$ cat config.mk
export PLATFORM = sky130hd
export DESIGN_NAME = mem_access_ctrl_flat
export DESIGN_NICKNAME = d
export VERILOG_FILES = /design/src/rtl/mem_access_ctrl_if.sv /design/src/rtl/mem_access_ctrl.sv /design/src/flat_wrapper.sv
export SDC_FILE = /design/constraint.sdc
export NUM_CORES = 1
export LEC_CHECK = 0
export ABC_AREA = 1
export CAP_MARGIN = 20
export CORE_ASPECT_RATIO = 1.1
export CORE_MARGIN = 3
export CORE_UTILIZATION = 45
export CTS_CLUSTER_SIZE = 30
export DETAILED_ROUTE_END_ITERATION = 10
export GPL_TIMING_DRIVEN = 0
export HOLD_SLACK_MARGIN = 0.03
export PLACE_DENSITY = 0.88
export SETUP_SLACK_MARGIN = 0.4
export SLEW_MARGIN = 0
export SYNTH_ARGS = -nofsm -noshare
export SYNTH_HDL_FRONTEND = slang
export SYNTH_SLANG_ARGS = --single-unit
export TNS_END_PERCENT = 50
$ cat constraint.sdc
create_clock -name clk_i -period 3.65 [get_ports clk_i]
set_input_delay 0.365 -clock clk_i [delete_from_list [all_inputs] [get_ports clk_i]]
set_output_delay 0.365 -clock clk_i [all_outputs]
set_load 0.01 [all_outputs]
$ cat src/rtl/mem_access_ctrl_if.sv
// mem_access_ctrl_if -- request/response and byte-memory bus of the
// word-to-byte load/store sequencer.
//   slave  : the controller side (mem_access_ctrl)
//   master : the pipeline + data-memory side (EX/MEM stage, byte RAM)
// Request:  req_valid_i, req_write_i, req_addr_i, req_data_i
// Response: stall_o, rsp_valid_o, rsp_data_o, err_o
// Memory:   mem_write_o, mem_read_o, mem_addr_o, mem_data_o, mem_data_i
interface mem_access_ctrl_if;
  logic        req_valid_i;
  logic        req_write_i;
  logic [31:0] req_addr_i;
  logic [31:0] req_data_i;
  logic        stall_o;
  logic        rsp_valid_o;
  logic [31:0] rsp_data_o;
  logic        err_o;
  logic        mem_write_o;
  logic        mem_read_o;
  logic [31:0] mem_addr_o;
  logic [31:0] mem_data_o;
  logic [31:0] mem_data_i;

  modport slave (
    input  req_valid_i, req_write_i, req_addr_i, req_data_i, mem_data_i,
    output stall_o, rsp_valid_o, rsp_data_o, err_o,
           mem_write_o, mem_read_o, mem_addr_o, mem_data_o
  );

  modport master (
    output req_valid_i, req_write_i, req_addr_i, req_data_i, mem_data_i,
    input  stall_o, rsp_valid_o, rsp_data_o, err_o,
           mem_write_o, mem_read_o, mem_addr_o, mem_data_o
  );
endinterface

$ cat src/rtl/mem_access_ctrl.sv
// mem_access_ctrl -- sequences a 32-bit load/store into four byte accesses
// on a byte-wide data memory of 2^ADDR_W bytes, little-endian, holding the
// pipeline via stall_o until the word is done.
// Ports:
//   clk_i  : clock, rising edge
//   rst_i  : asynchronous active-low reset
//   bus    : mem_access_ctrl_if.slave (request, response, memory bus)
// Optional feature: define MEM_ALIGN_CHECK_EN to reject requests with
// req_addr_i[1:0] != 0 (no memory access, one-cycle stall, err_o in DONE).
// Without it err_o is tied low and every address is sequenced.
module mem_access_ctrl #(
  parameter int ADDR_W = 5
) (
  input  logic             clk_i,
  input  logic             rst_i,
  mem_access_ctrl_if.slave bus
);

  typedef enum logic [1:0] {IDLE, ACCESS, DONE} state_t;

  state_t            state, state_nxt;
  logic [1:0]        cnt;
  logic              wr_q;
  logic [ADDR_W-1:0] addr_q;
  logic [31:0]       data_q;
  logic [23:0]       asm_q;   // low three load bytes; byte 3 goes straight to rsp_q
  logic [31:0]       rsp_q;
  logic              misaligned;
  logic [ADDR_W-1:0] byte_addr;

  // Only the low byte of the read port and the low ADDR_W address bits matter.
  logic unused_bits;
  assign unused_bits = ^{bus.mem_data_i[31:8], bus.req_addr_i[31:ADDR_W]};

`ifdef MEM_ALIGN_CHECK_EN
  assign misaligned = (bus.req_addr_i[1:0] != 2'b00);
`else
  assign misaligned = 1'b0;
`endif

  // Wraps inside the memory: base 30 touches 30, 31, 0, 1.
  assign byte_addr = addr_q + ADDR_W'(cnt);

  always_ff @(posedge clk_i or negedge rst_i) begin
    if (!rst_i) begin
      state  <= IDLE;
      cnt    <= 2'd0;
      wr_q   <= 1'b0;
      addr_q <= '0;
      data_q <= '0;
      asm_q  <= '0;
      rsp_q  <= '0;
    end else begin
      state <= state_nxt;
      case (state)
        IDLE: begin
          if (bus.req_valid_i) begin
            wr_q   <= bus.req_write_i;
            addr_q <= bus.req_addr_i[ADDR_W-1:0];
            data_q <= bus.req_data_i;
            cnt    <= 2'd0;
          end
        end
        ACCESS: begin
          cnt <= cnt + 2'd1;
          if (!wr_q) begin
            // rsp_q only changes when the whole word is in, so the previous
            // load result stays visible during the access.
            case (cnt)
              2'd0:    asm_q[7:0]   <= bus.mem_data_i[7:0];
              2'd1:    asm_q[15:8]  <= bus.mem_data_i[7:0];
              2'd2:    asm_q[23:16] <= bus.mem_data_i[7:0];
              default: rsp_q        <= {bus.mem_data_i[7:0], asm_q};
            endcase
          end
        end
        default: ;
      endcase
    end
  end

`ifdef MEM_ALIGN_CHECK_EN
  logic err_q;
  always_ff @(posedge clk_i or negedge rst_i) begin
    if (!rst_i)           err_q <= 1'b0;
    else if (state == IDLE) err_q <= bus.req_valid_i & misaligned;
  end
  assign bus.err_o = err_q & (state == DONE);
`else
  assign bus.err_o = 1'b0;
`endif

  always_comb begin
    state_nxt       = state;
    bus.stall_o     = 1'b0;
    bus.rsp_valid_o = 1'b0;
    bus.rsp_data_o  = rsp_q;
    bus.mem_write_o = 1'b0;
    bus.mem_read_o  = 1'b0;
    bus.mem_addr_o  = '0;
    bus.mem_data_o  = '0;
    case (state)
      IDLE: begin
        bus.stall_o = bus.req_valid_i;
        if (bus.req_valid_i) state_nxt = misaligned ? DONE : ACCESS;
      end
      ACCESS: begin
        bus.stall_o     = 1'b1;
        bus.mem_write_o = wr_q;
        bus.mem_read_o  = !wr_q;
        bus.mem_addr_o  = 32'(byte_addr);
        if (wr_q) bus.mem_data_o = {24'b0, data_q[{cnt, 3'b000} +: 8]};
        if (cnt == 2'd3) state_nxt = DONE;
      end
      DONE: begin
        // Always back through IDLE, so a request held high is not re-taken here.
        bus.rsp_valid_o = 1'b1;
        state_nxt       = IDLE;
      end
      default: state_nxt = IDLE;
    endcase
  end

endmodule

$ cat src/flat_wrapper.sv
// flat-port wrapper written by rule: the top's interface ports become plain ports
module mem_access_ctrl_flat 
#(
  parameter int ADDR_W = 5
)
  (clk_i, rst_i, bus_req_valid_i, bus_req_write_i, bus_req_addr_i, bus_req_data_i, bus_mem_data_i, bus_stall_o, bus_rsp_valid_o, bus_rsp_data_o, bus_err_o, bus_mem_write_o, bus_mem_read_o, bus_mem_addr_o, bus_mem_data_o);
  mem_access_ctrl_if bus_i ();
  input  logic clk_i;
  input  logic rst_i;
  input wire logic [$bits(bus_i.req_valid_i)-1:0] bus_req_valid_i;
  input wire logic [$bits(bus_i.req_write_i)-1:0] bus_req_write_i;
  input wire logic [$bits(bus_i.req_addr_i)-1:0] bus_req_addr_i;
  input wire logic [$bits(bus_i.req_data_i)-1:0] bus_req_data_i;
  input wire logic [$bits(bus_i.mem_data_i)-1:0] bus_mem_data_i;
  output wire logic [$bits(bus_i.stall_o)-1:0] bus_stall_o;
  output wire logic [$bits(bus_i.rsp_valid_o)-1:0] bus_rsp_valid_o;
  output wire logic [$bits(bus_i.rsp_data_o)-1:0] bus_rsp_data_o;
  output wire logic [$bits(bus_i.err_o)-1:0] bus_err_o;
  output wire logic [$bits(bus_i.mem_write_o)-1:0] bus_mem_write_o;
  output wire logic [$bits(bus_i.mem_read_o)-1:0] bus_mem_read_o;
  output wire logic [$bits(bus_i.mem_addr_o)-1:0] bus_mem_addr_o;
  output wire logic [$bits(bus_i.mem_data_o)-1:0] bus_mem_data_o;
  assign bus_i.req_valid_i = bus_req_valid_i;
  assign bus_i.req_write_i = bus_req_write_i;
  assign bus_i.req_addr_i = bus_req_addr_i;
  assign bus_i.req_data_i = bus_req_data_i;
  assign bus_i.mem_data_i = bus_mem_data_i;
  assign bus_stall_o = bus_i.stall_o;
  assign bus_rsp_valid_o = bus_i.rsp_valid_o;
  assign bus_rsp_data_o = bus_i.rsp_data_o;
  assign bus_err_o = bus_i.err_o;
  assign bus_mem_write_o = bus_i.mem_write_o;
  assign bus_mem_read_o = bus_i.mem_read_o;
  assign bus_mem_addr_o = bus_i.mem_addr_o;
  assign bus_mem_data_o = bus_i.mem_data_o;
  mem_access_ctrl #(.ADDR_W(ADDR_W)) u_core (.clk_i(clk_i), .rst_i(rst_i), .bus(bus_i));
endmodule
==> results.toml, run 1 <==
[clock_network]
cts_tree = "yes"
insertion_delay_ns = 0.38
cts-htree-levels = 3
cts_root_buf = "clkbuf_8"
clk_pin_slew_ns = 0.10
cts_setup_buffers = 0
cts_buffers = 9
cts_buffer_depth = 2
cts_sinks = 98

[timing]
finalMaxSlewViolations = 0
rsz0062_at_grt = "no"
clock_skew_ns = 0.0135
tns_ns = 0
hold_viol_final = 0
fin_crit_ns = 3.03
finalCritPeriodShare_pct = 82.9
clock.fmax_mhz = 331
setup_viol = 0

[power_and_ir_drop]
cellLeakagePower_nw = 3.33
p_clk_share_pct = 14.5
power.density_mw_per_mm2 = 815
pwr-share-comb_pct = 49.1
power.switching_w = 0.00211
ir_worst_vdd_mv = 0.350
p_seq_share_pct = 36.4
internal_power_w = 0.00305
swShare_pct = 40.9

[setup_path]
r2r-start = "u_core.cnt[0]"
cp_slowest_cell = "clkdlybuf4s50_1"
critPathKind = "flop to primary output"
startpoint = "u_core.cnt[1]"
worstSetupStartpointType = "flop"
cp_common_cell = "nor2_1"
cp_max_fo = 12
r2r_setup_slack_ns = 1.61
arrival_ns = 2.66
r2r-end = "u_core.asm_q[6]"
rr_worst_depth = 8
critPathCaptureType = "primary output"
endpoint = "bus_mem_addr_o[4]"
crit_chain = "buf_2 -> clkinv_2 -> fa_1 -> nor2_1 -> a21oi_1 -> nor2_1 -> clkdlybuf4s50_1"
crit_required_ns = 3.28
worst-path-stages = 7
critPathMaxStageDelay_ns = 0.54
crit_family = "buffers and inverters"
critPathBufInv = 3

[synth]
synth_seq_area_share_pct = 51.6
synth_edf_count = 0
yosysMostFrequentCell = "nand2_1"
netlist.area_leader.share_pct = 51.6
synthTopCellsByCount = "156 x nand2_1, 98 x dfrtp_1, 78 x nand3_1, 58 x buf_4, 46 x a21oi_1"
synth_area_leaders = "dfrtp_1 52%, nand2_1 12%, buf_4 9.2%, nand3_1 8.2%, a21oi_1 4.8%"
syn_area_per_cell_um2 = 8.41
ys_ff_latch = 98
yosysWarnings = 0
ys_async_sr_fraction_pct = 100
synth_area_leader_cell = "dfrtp_1"
postSynthCellCount = 565
ys_types = 20
syn_area_mm2 = 0.00475
synth_ff_type = "dfrtp_1"

[grt]
met1_usage_pct = 23.9
grt_busiest_layer = "met2"
antenna_found_initial = 0
use_met2_pct = 36.3
grt_pass1_wl_um = 19200
gr-total-overflow = 0
grt_max_degree = 75
use_met3_pct = 3.85
grt_pass1_vias = 4058
grt_use_total_pct = 20.0

[routing]
wl_um = 11600
wl_per_cell_um = 13.3
drt_iter0_drc = 135
route.detailed.drc = 0
first_pass_iters = 4
final_antenna_net_count = 0
vias = 4053
routed_via_density = 4.65

[floorplanning]
die_w_um = 104
initial_core_util_pct = 47.2
ios = 201
die-area_mm2 = 0.0118
rows = 38
die_h_um = 114
coreArea_mm2 = 0.0101

[worst_hold_path]
timing.hold.worst.class = "input port to async pin"

[outcome]
outcome = "finished clean"

[finish]
final_net_count = 834
antenna_cells = 0
area_delta_synth_final_pct = 33.3
layout-drive-gt1-share_pct = 13.7
stdcell_count = 871
regArea_mm2 = 0.00245
fill_cells = 877
multi_input_area_mm2 = 0.00177

[place]
place_hpwl_um = 8730
dp_cells = 854
port_buffers = 97
gp_congestion = 0.901

[flow_run]
maxCapViolCount = 0
## routing by layer
layer / vias up / routed length [um]
met3: 24 / 717
met2: 165 / 6010
met4: 0 / 205
met5: - / 0
li1: 1992 / -
met1: 1872 / 4620
## cell usage in the layout, fill, tap and decap left out, types with 2 or more instances in the layout
master,synthesis,final
a21oi_1,46,46
buf_2,9,9
buf_4,58,59
buf_6,4,4
clkbuf_1,9,9
clkbuf_8,0,9
clkdlybuf4s50_1,0,96
clkinv_4,0,3
conb_1,1,52
dfrtp_1,98,98
ha_1,7,7
inv_1,41,41
inv_6,0,2
nand2_1,156,156
nand2_2,4,4
nand2_4,3,3
nand3_1,78,78
nor2_1,42,42
o21ai_0,4,4
## final cells by class
cell class,count,area share (%)
sequential,98,38.7
multi-input combinational,395,28.0
timing repair buffer,99,15.9
buffer,80,8.83
tap,140,2.76
inverter,43,2.57
clock buffer,9,1.95
clock inverter,7,1.34
## what timing repair did
item	CTS	global route
hold endpoints to repair	24	0
resized for setup	1	0
hold buffers	1	0
endpoints found under the setup margin	1	0
## flip-flops by register name (all words and copies together), names as in the netlist
| signal | flops |
|---|---|
| u_core.bus.rsp_data_o | 32 |
| u_core.cnt | 2 |
| u_core.state | 2 |
| u_core.addr_q | 5 |
| u_core.wr_q | 1 |
| u_core.data_q | 32 |
| u_core.asm_q | 24 |
## power groups by stage
stage	registers (W)	logic (W)	clock network, W
after floorplan	0.00193	0.00144	0
after global placement	0.00188	0.00245	0
after detailed placement	0.00191	0.00253	0
after CTS	0.00188	0.00255	0.000749
after global routing	0.00194	0.00284	0.000793
final	0.00188	0.00253	0.000748
## kinds of logic (layout without fill, tap and decap cells)
group / count (synthesis) / after routing / synth area share, %
other cells: 1 / 52 / 0.0789
simple gates: 285 / 285 / 25.6
buf+inv: 123 / 238 / 15.2
fa+ha+maj: 8 / 8 / 2.26
compound gates: 50 / 50 / 5.26
flops: 98 / 98 / 51.6
## worst min-delay path by stage
stage,start,endpoint,slack [ns],cells past startpoint
after CTS,rst_i,u_core.bus.rsp_data_o[27],0.43,2
final,rst_i,u_core.bus.rsp_data_o[27],0.42,2
after detailed placement,rst_i,u_core.bus.rsp_data_o[5],0.29,1
after floorplan,rst_i,u_core.addr_q[0],0.07,0
after global placement,u_core.bus.rsp_data_o[25],u_core.bus.rsp_data_o[25],0.45,2
after global routing,rst_i,u_core.bus.rsp_data_o[27],0.45,2
## through the flow
| step | hold slack, ns | power [W] | util (%) | area (um2) | worst slack, ns |
|---|---|---|---|---|---|
| global route | 0.452 | 0.00557 | 62.9 | 6340 | 0.473 |
| detailed placement | 0.287 | 0.00444 | 60.7 | 6120 | 0.799 |
| global placement | 0.454 | 0.00432 | 60.4 | 6090 | -1.16 |
| floorplan | 0.0694 | 0.00336 | - | 4940 | 1.61 |
| CTS | 0.432 | 0.00519 | 62.9 | 6340 | 0.611 |
| finish | 0.424 | 0.00516 | 62.9 | 6340 | 0.624 |
No activity file was read; power rests on OpenSTA's default activity.
==> inputs of run 2 (changes only) <==
--- a/config.mk
+++ b/config.mk
@@ -9,12 +9,12 @@
 export CAP_MARGIN = 20
 export CORE_ASPECT_RATIO = 1.1
 export CORE_MARGIN = 3
-export CORE_UTILIZATION = 45
+export CORE_UTILIZATION = 39
 export CTS_CLUSTER_SIZE = 30
 export DETAILED_ROUTE_END_ITERATION = 10
 export GPL_TIMING_DRIVEN = 0
 export HOLD_SLACK_MARGIN = 0.03
-export PLACE_DENSITY = 0.88
+export PLACE_DENSITY = 0.81
 export SETUP_SLACK_MARGIN = 0.4
 export SLEW_MARGIN = 0
 export SYNTH_ARGS = -nofsm -noshare
==> constraint.sdc (replaced) <==
create_clock -name clk_i -period 2.5 [get_ports clk_i]
set_input_delay 0.25 -clock clk_i [delete_from_list [all_inputs] [get_ports clk_i]]
set_output_delay 0.25 -clock clk_i [all_outputs]
set_load 0.01 [all_outputs]
==> run 2 against run 1 <==
  * Flip-flop and latch count did not move
  * Via count fell by 0.15%
  * Cell area rose by 3.8%
  * Routed wire length fell by 0.90%
  * First-iteration DRC count rose by 97%
  * Largest power group unchanged
  * Highest routed layer unchanged
==> results.toml, run 2 (synthesis gave the netlist of run 1 again) <==
[finish]
regArea_mm2 = 0.00245
final_net_count = 840
final_common_cell = "nand2_1"
mostFrequentLayoutCells = "156 x nand2_1, 96 x dfrtp_1, 82 x clkdlybuf4s50_1"
final_util_pct = 56.2
stdcell_count = 887
fill_cells = 1063
layout-drive-gt1-share_pct = 15.5
antenna_cells = 0
area_delta_synth_final_pct = 38.4
multi_input_area_mm2 = 0.00180

[power_and_ir_drop]
cellLeakagePower_nw = 3.52
power.density_mw_per_mm2 = 1230
ir_worst_vdd_mv = 0.544

[timing]
setup_viol = 0
clock_skew_ns = 0.00691
clock.fmax_mhz = 471
finalMaxSlewViolations = 0
rsz0062_at_grt = "yes"
fin_crit_ns = 2.12
setup_slack_ns = 0.377
hold_viol_final = 0
whs_ns = 0.464
max_slew_margin_pct = 59.4
worstMarginPinSlew_ns = 0.609
finalCritPeriodShare_pct = 84.9

[setup_path]
arrival_ns = 1.87
rr_worst_depth = 8
cp_max_fo = 11
critPathKind = "flop to primary output"
critPathCaptureType = "primary output"
crit_required_ns = 2.25
worstSetupStartpointType = "flop"

[floorplanning]
coreArea_mm2 = 0.0117
ios = 201
die_w_um = 111
initial_core_util_pct = 40.6
die_h_um = 122
die-area_mm2 = 0.0135
rows = 41

[routing]
routed_via_density = 4.56
wl_um = 11500
first_pass_iters = 4
vias = 4047
final_antenna_net_count = 0
drt_iter0_drc = 266
wl_per_cell_um = 12.9
route.detailed.drc = 0

[grt]
gr-total-overflow = 0
grt_use_total_pct = 16.9
antenna_found_initial = 0
grt_pass1_vias = 3792
grt_max_degree = 54
grt_pass1_wl_um = 18300

[clock_network]
cts_root_buf = "clkbuf_16"
cts-htree-levels = 3
clk_pin_slew_ns = 0.06
cts_sinks = 98
cts_buffers = 9
insertion_delay_ns = 0.34
cts_buffer_depth = 2
cts_tree = "yes"

[outcome]
outcome = "finished clean"

[place]
post-place-ws_ns = -0.244
dp_cells = 864
gp_congestion = 0.880
port_buffers = 97
place_hpwl_um = 8410

[flow_run]
maxCapViolCount = 0

[worst_hold_path]
timing.hold.worst.class = "input port to async pin"
==> run 2: routing by layer <==
layer  share of wire, %  up-vias  global-route usage, %
met5                  0        -                      0
met4                1.7        0                   5.63
met3                7.2       18                   3.97
met2                 50      158                   29.1
met1                 41     1865                   21.0
li1                   -     2006                      -
==> run 2: critical path: stages (launching register included) <==
cell           delay [ns]
dfrtp_2              0.42
buf_4                0.18
inv_2                0.10
buf_4                0.19
nand2_1              0.06
nand3_1              0.08
a21oi_1              0.20
dlygate4sd2_1        0.31
==> run 2: final timing paths <==
path	slack [ns]	startpoint	end
worst max-delay path	0.38	u_core.cnt[0]	bus_mem_data_o[0]
worst min-delay path	0.46	rst_i	u_core.data_q[15]
worst max register to register	0.58	u_core.cnt[0]	u_core.asm_q[16]
worst min register to register	0.47	u_core.asm_q[0]	u_core.asm_q[0]
max in group asynchronous	1.38	rst_i	u_core.bus.rsp_data_o[13]
min in group clk_i	0.47	u_core.asm_q[0]	u_core.asm_q[0]
==> run 2: through the flow <==
stage                     power [W]  setup TNS [ns]  instance area (um2)
after CTS                   0.00804               0                 6510
after global routing        0.00871               0                 6580
after detailed placement    0.00646          -0.371                 6130
after global placement      0.00634         -234.02                 6100
after floorplan             0.00491               0                 4940
final                       0.00811               0                 6580
==> run 2: power by group <==
part / switching [W] / internal [W]
Combinational: 0.00214 / 0.00169
Clock: 0.000593 / 0.000932
Sequential: 0.000387 / 0.00236
==> run 2: layout make-up <==
class | instances | share of cell area [%]
Sequential cell | 98 | 37.3
Multi-Input combinational cell | 395 | 27.4
Timing Repair Buffer | 105 | 15.9
Buffer | 80 | 8.79
Clock buffer | 12 | 3.90
Tap cell | 150 | 2.85
Inverter | 43 | 2.68
Clock inverter | 4 | 1.12
==> run 2: what timing repair did <==
| item | in CTS | in global routing |
|---|---|---|
| hold buffers | 1 | 0 |
| pin swaps | 0 | 3 |
| endpoints found under the setup margin | 16 | 15 |
| hold endpoints to repair | 45 | 0 |
| setup buffers | 2 | 4 |
| resized for setup | 24 | 16 |
==> inputs of run 3 (changes only) <==
--- a/config.mk
+++ b/config.mk
@@ -9,12 +9,12 @@
 export CAP_MARGIN = 20
 export CORE_ASPECT_RATIO = 1.1
 export CORE_MARGIN = 3
-export CORE_UTILIZATION = 39
+export CORE_UTILIZATION = 43
 export CTS_CLUSTER_SIZE = 30
 export DETAILED_ROUTE_END_ITERATION = 10
 export GPL_TIMING_DRIVEN = 0
 export HOLD_SLACK_MARGIN = 0.03
-export PLACE_DENSITY = 0.81
+export PLACE_DENSITY = 0.85
 export SETUP_SLACK_MARGIN = 0.4
 export SLEW_MARGIN = 0
 export SYNTH_ARGS = -nofsm -noshare
==> constraint.sdc (replaced) <==
create_clock -name clk_i -period 2 [get_ports clk_i]
set_input_delay 0.2 -clock clk_i [delete_from_list [all_inputs] [get_ports clk_i]]
set_output_delay 0.2 -clock clk_i [all_outputs]
set_load 0.01 [all_outputs]
==> run 3 against run 2 <==
  * Die area shrank 8.8%
  * Clock power grew 7%
  * Utilization grew 15 points
  * Non-clock buffer count grew 34
  * Routed wire length grew 23%
  * Worst hold slack lost 0.082 ns
  * Cell area grew 15%
  * Clock skew grew 0.00092 ns
  * Flip-flop and latch count is the same
  * Critical path depth grew 1
  * Largest cell class unchanged
  * Highest routed layer unchanged
==> results.toml, run 3 (synthesis gave the netlist of run 1 again) <==
[outcome]
outcome = "finished clean"

[clock_network]
cts_buffer_depth = 2
clk_pin_slew_ns = 0.07
cts_sinks = 98
cts_buffers = 9
cts_root_buf = "clkbuf_16"
insertion_delay_ns = 0.35
cts-htree-levels = 3
cts_tree = "yes"

[finish]
layout-drive-gt1-share_pct = 37.2
regArea_mm2 = 0.00246
fill_cells = 722
final_net_count = 874
final_common_cell = "dfrtp_1"
final_util_pct = 71.7
area_delta_synth_final_pct = 59.6
antenna_cells = 0
multi_input_area_mm2 = 0.00240
mostFrequentLayoutCells = "95 x dfrtp_1, 79 x clkdlybuf4s50_1, 78 x buf_4"
final_cell_area_mm2 = 0.00759

[place]
placed_area_mm2 = 0.00613
post-place-ws_ns = -0.318
port_buffers = 97
place_hpwl_um = 8700
gp_congestion = 0.900

[timing]
clock.fmax_mhz = 516
clock_skew_ns = 0.00783
finalCritPeriodShare_pct = 96.9
setup_viol = 0
setup_slack_ns = 0.0628
fin_crit_ns = 1.94
hold_viol_final = 0
worstMarginPinSlew_ns = 0.554
rsz0062_at_grt = "yes"
max_slew_margin_pct = 63.0
finalMaxSlewViolations = 0

[grt]
antenna_found_initial = 0
use_met3_pct = 3.37
gr-total-overflow = 0
grt_pass1_wl_um = 19700
grt_max_degree = 57
grt_pass1_vias = 4169
grt_use_total_pct = 20.1
grt_busiest_layer = "met2"
met1_usage_pct = 24.2
use_met2_pct = 35.5

[floorplanning]
coreArea_mm2 = 0.0106
die-area_mm2 = 0.0124
die_h_um = 116
ios = 201
die_w_um = 106
initial_core_util_pct = 44.9
rows = 39

[setup_path]
cp_slowest_cell = "dfrtp_2"
cp_max_fo = 3
critPathMaxStageDelay_ns = 0.42
arrival_ns = 1.74
crit_chain = "ha_4 -> inv_2 -> fa_2 -> nor2_2 -> nand3_1 -> nand2_1 -> nor2_1 -> buf_2"
critPathKind = "flop to primary output"
crit_family = "adder cells"
worstSetupStartpointType = "flop"
critPathCaptureType = "primary output"
critPathBufInv = 2
crit_required_ns = 1.80

[routing]
drt_iter0_drc = 255
wl_um = 14100
final_antenna_net_count = 0
vias = 4494
wl_per_cell_um = 15.4
route.detailed.drc = 0
first_pass_iters = 4
routed_via_density = 4.92

[power_and_ir_drop]
ir_worst_vdd_mv = 0.715
power.density_mw_per_mm2 = 1600
cellLeakagePower_nw = 3.88

[flow_run]
maxCapViolCount = 0

[worst_hold_path]
timing.hold.worst.class = "input port to async pin"
run 3: cell types whose count changed in the layout (fill, tap and decap cells not counted), moves of 9 or more:
cell	previous run	this run
buf_8	1	10
buf_2	6	20
buf_6	5	15
nand2_2	2	50
nand3_1	78	57
buf_4	66	78
nand2_4	5	32
nand3_2	0	20
nand2_1	156	76
run 3: path summary, 6_finish.rpt:
check	start	to	slack, ns	cells past startpoint
max reg2reg	u_core.cnt[0]	u_core.asm_q[4]	0.32	10
min	rst_i	u_core.bus.rsp_data_o[9]	0.38	2
min reg2reg	u_core.bus.rsp_data_o[12]	u_core.bus.rsp_data_o[12]	0.48	2
max	u_core.cnt[0]	bus_mem_addr_o[4]	0.06	8
min in group clk_i	bus_req_data_i[14]	u_core.data_q[14]	0.43	3
max in group asynchronous	rst_i	u_core.data_q[8]	0.95	3
run 3: worst register-to-register path: cells and delay by family, from the launching register on:
family	cells	cell delay, ns
flip-flops	1	0.45
adder cells (fa/ha/maj)	1	0.12
buffers and inverters	6	0.75
AND/OR/NAND/NOR	3	0.25
run 3: final cells by class:
cell class                 instances  share of cell area [%]
clock buffer                       9                    2.97
inverter                          43                    2.56
buffer                            80                    9.00
sequential                        98                    32.4
tap                              143                    2.36
timing repair buffer             139                    18.4
multi-input combinational        395                    31.7
clock inverter                     7                   0.693
run 3: report_power, final:
group | internal, W | total (W) | switching [W]
clock network | 0.000852 | 0.00163 | 0.000777
registers | 0.00296 | 0.00363 | 0.000666
logic | 0.00321 | 0.00687 | 0.00366
run 3: stage by stage:
step	instances	power [W]	hold slack [ns]	TNS, ns
final	914	0.0121	0.382	0
after global routing	914	0.0129	0.425	-0.0142
after CTS	894	0.0104	0.396	0
after detailed placement	857	0.00811	0.221	-1.13
after global placement	856	0.00792	0.454	-259.72
after floorplan	616	0.00616	-0.0956	0
run 3: per-layer routing:
layer | routed length (um) | vias to the layer above
met2 | 7550 | 237
met1 | 4920 | 2133
met3 | 1150 | 44
met4 | 456 | 0
met5 | 0 | -
li1 | - | 2080
run 3: timing repair:
item,CTS,global route
hold buffers,1,0
endpoints found under the hold margin,42,0
cloned,1,5
endpoints found under the setup margin,51,62
pin swaps,11,39
setup buffers,19,15
gates resized for setup,131,173
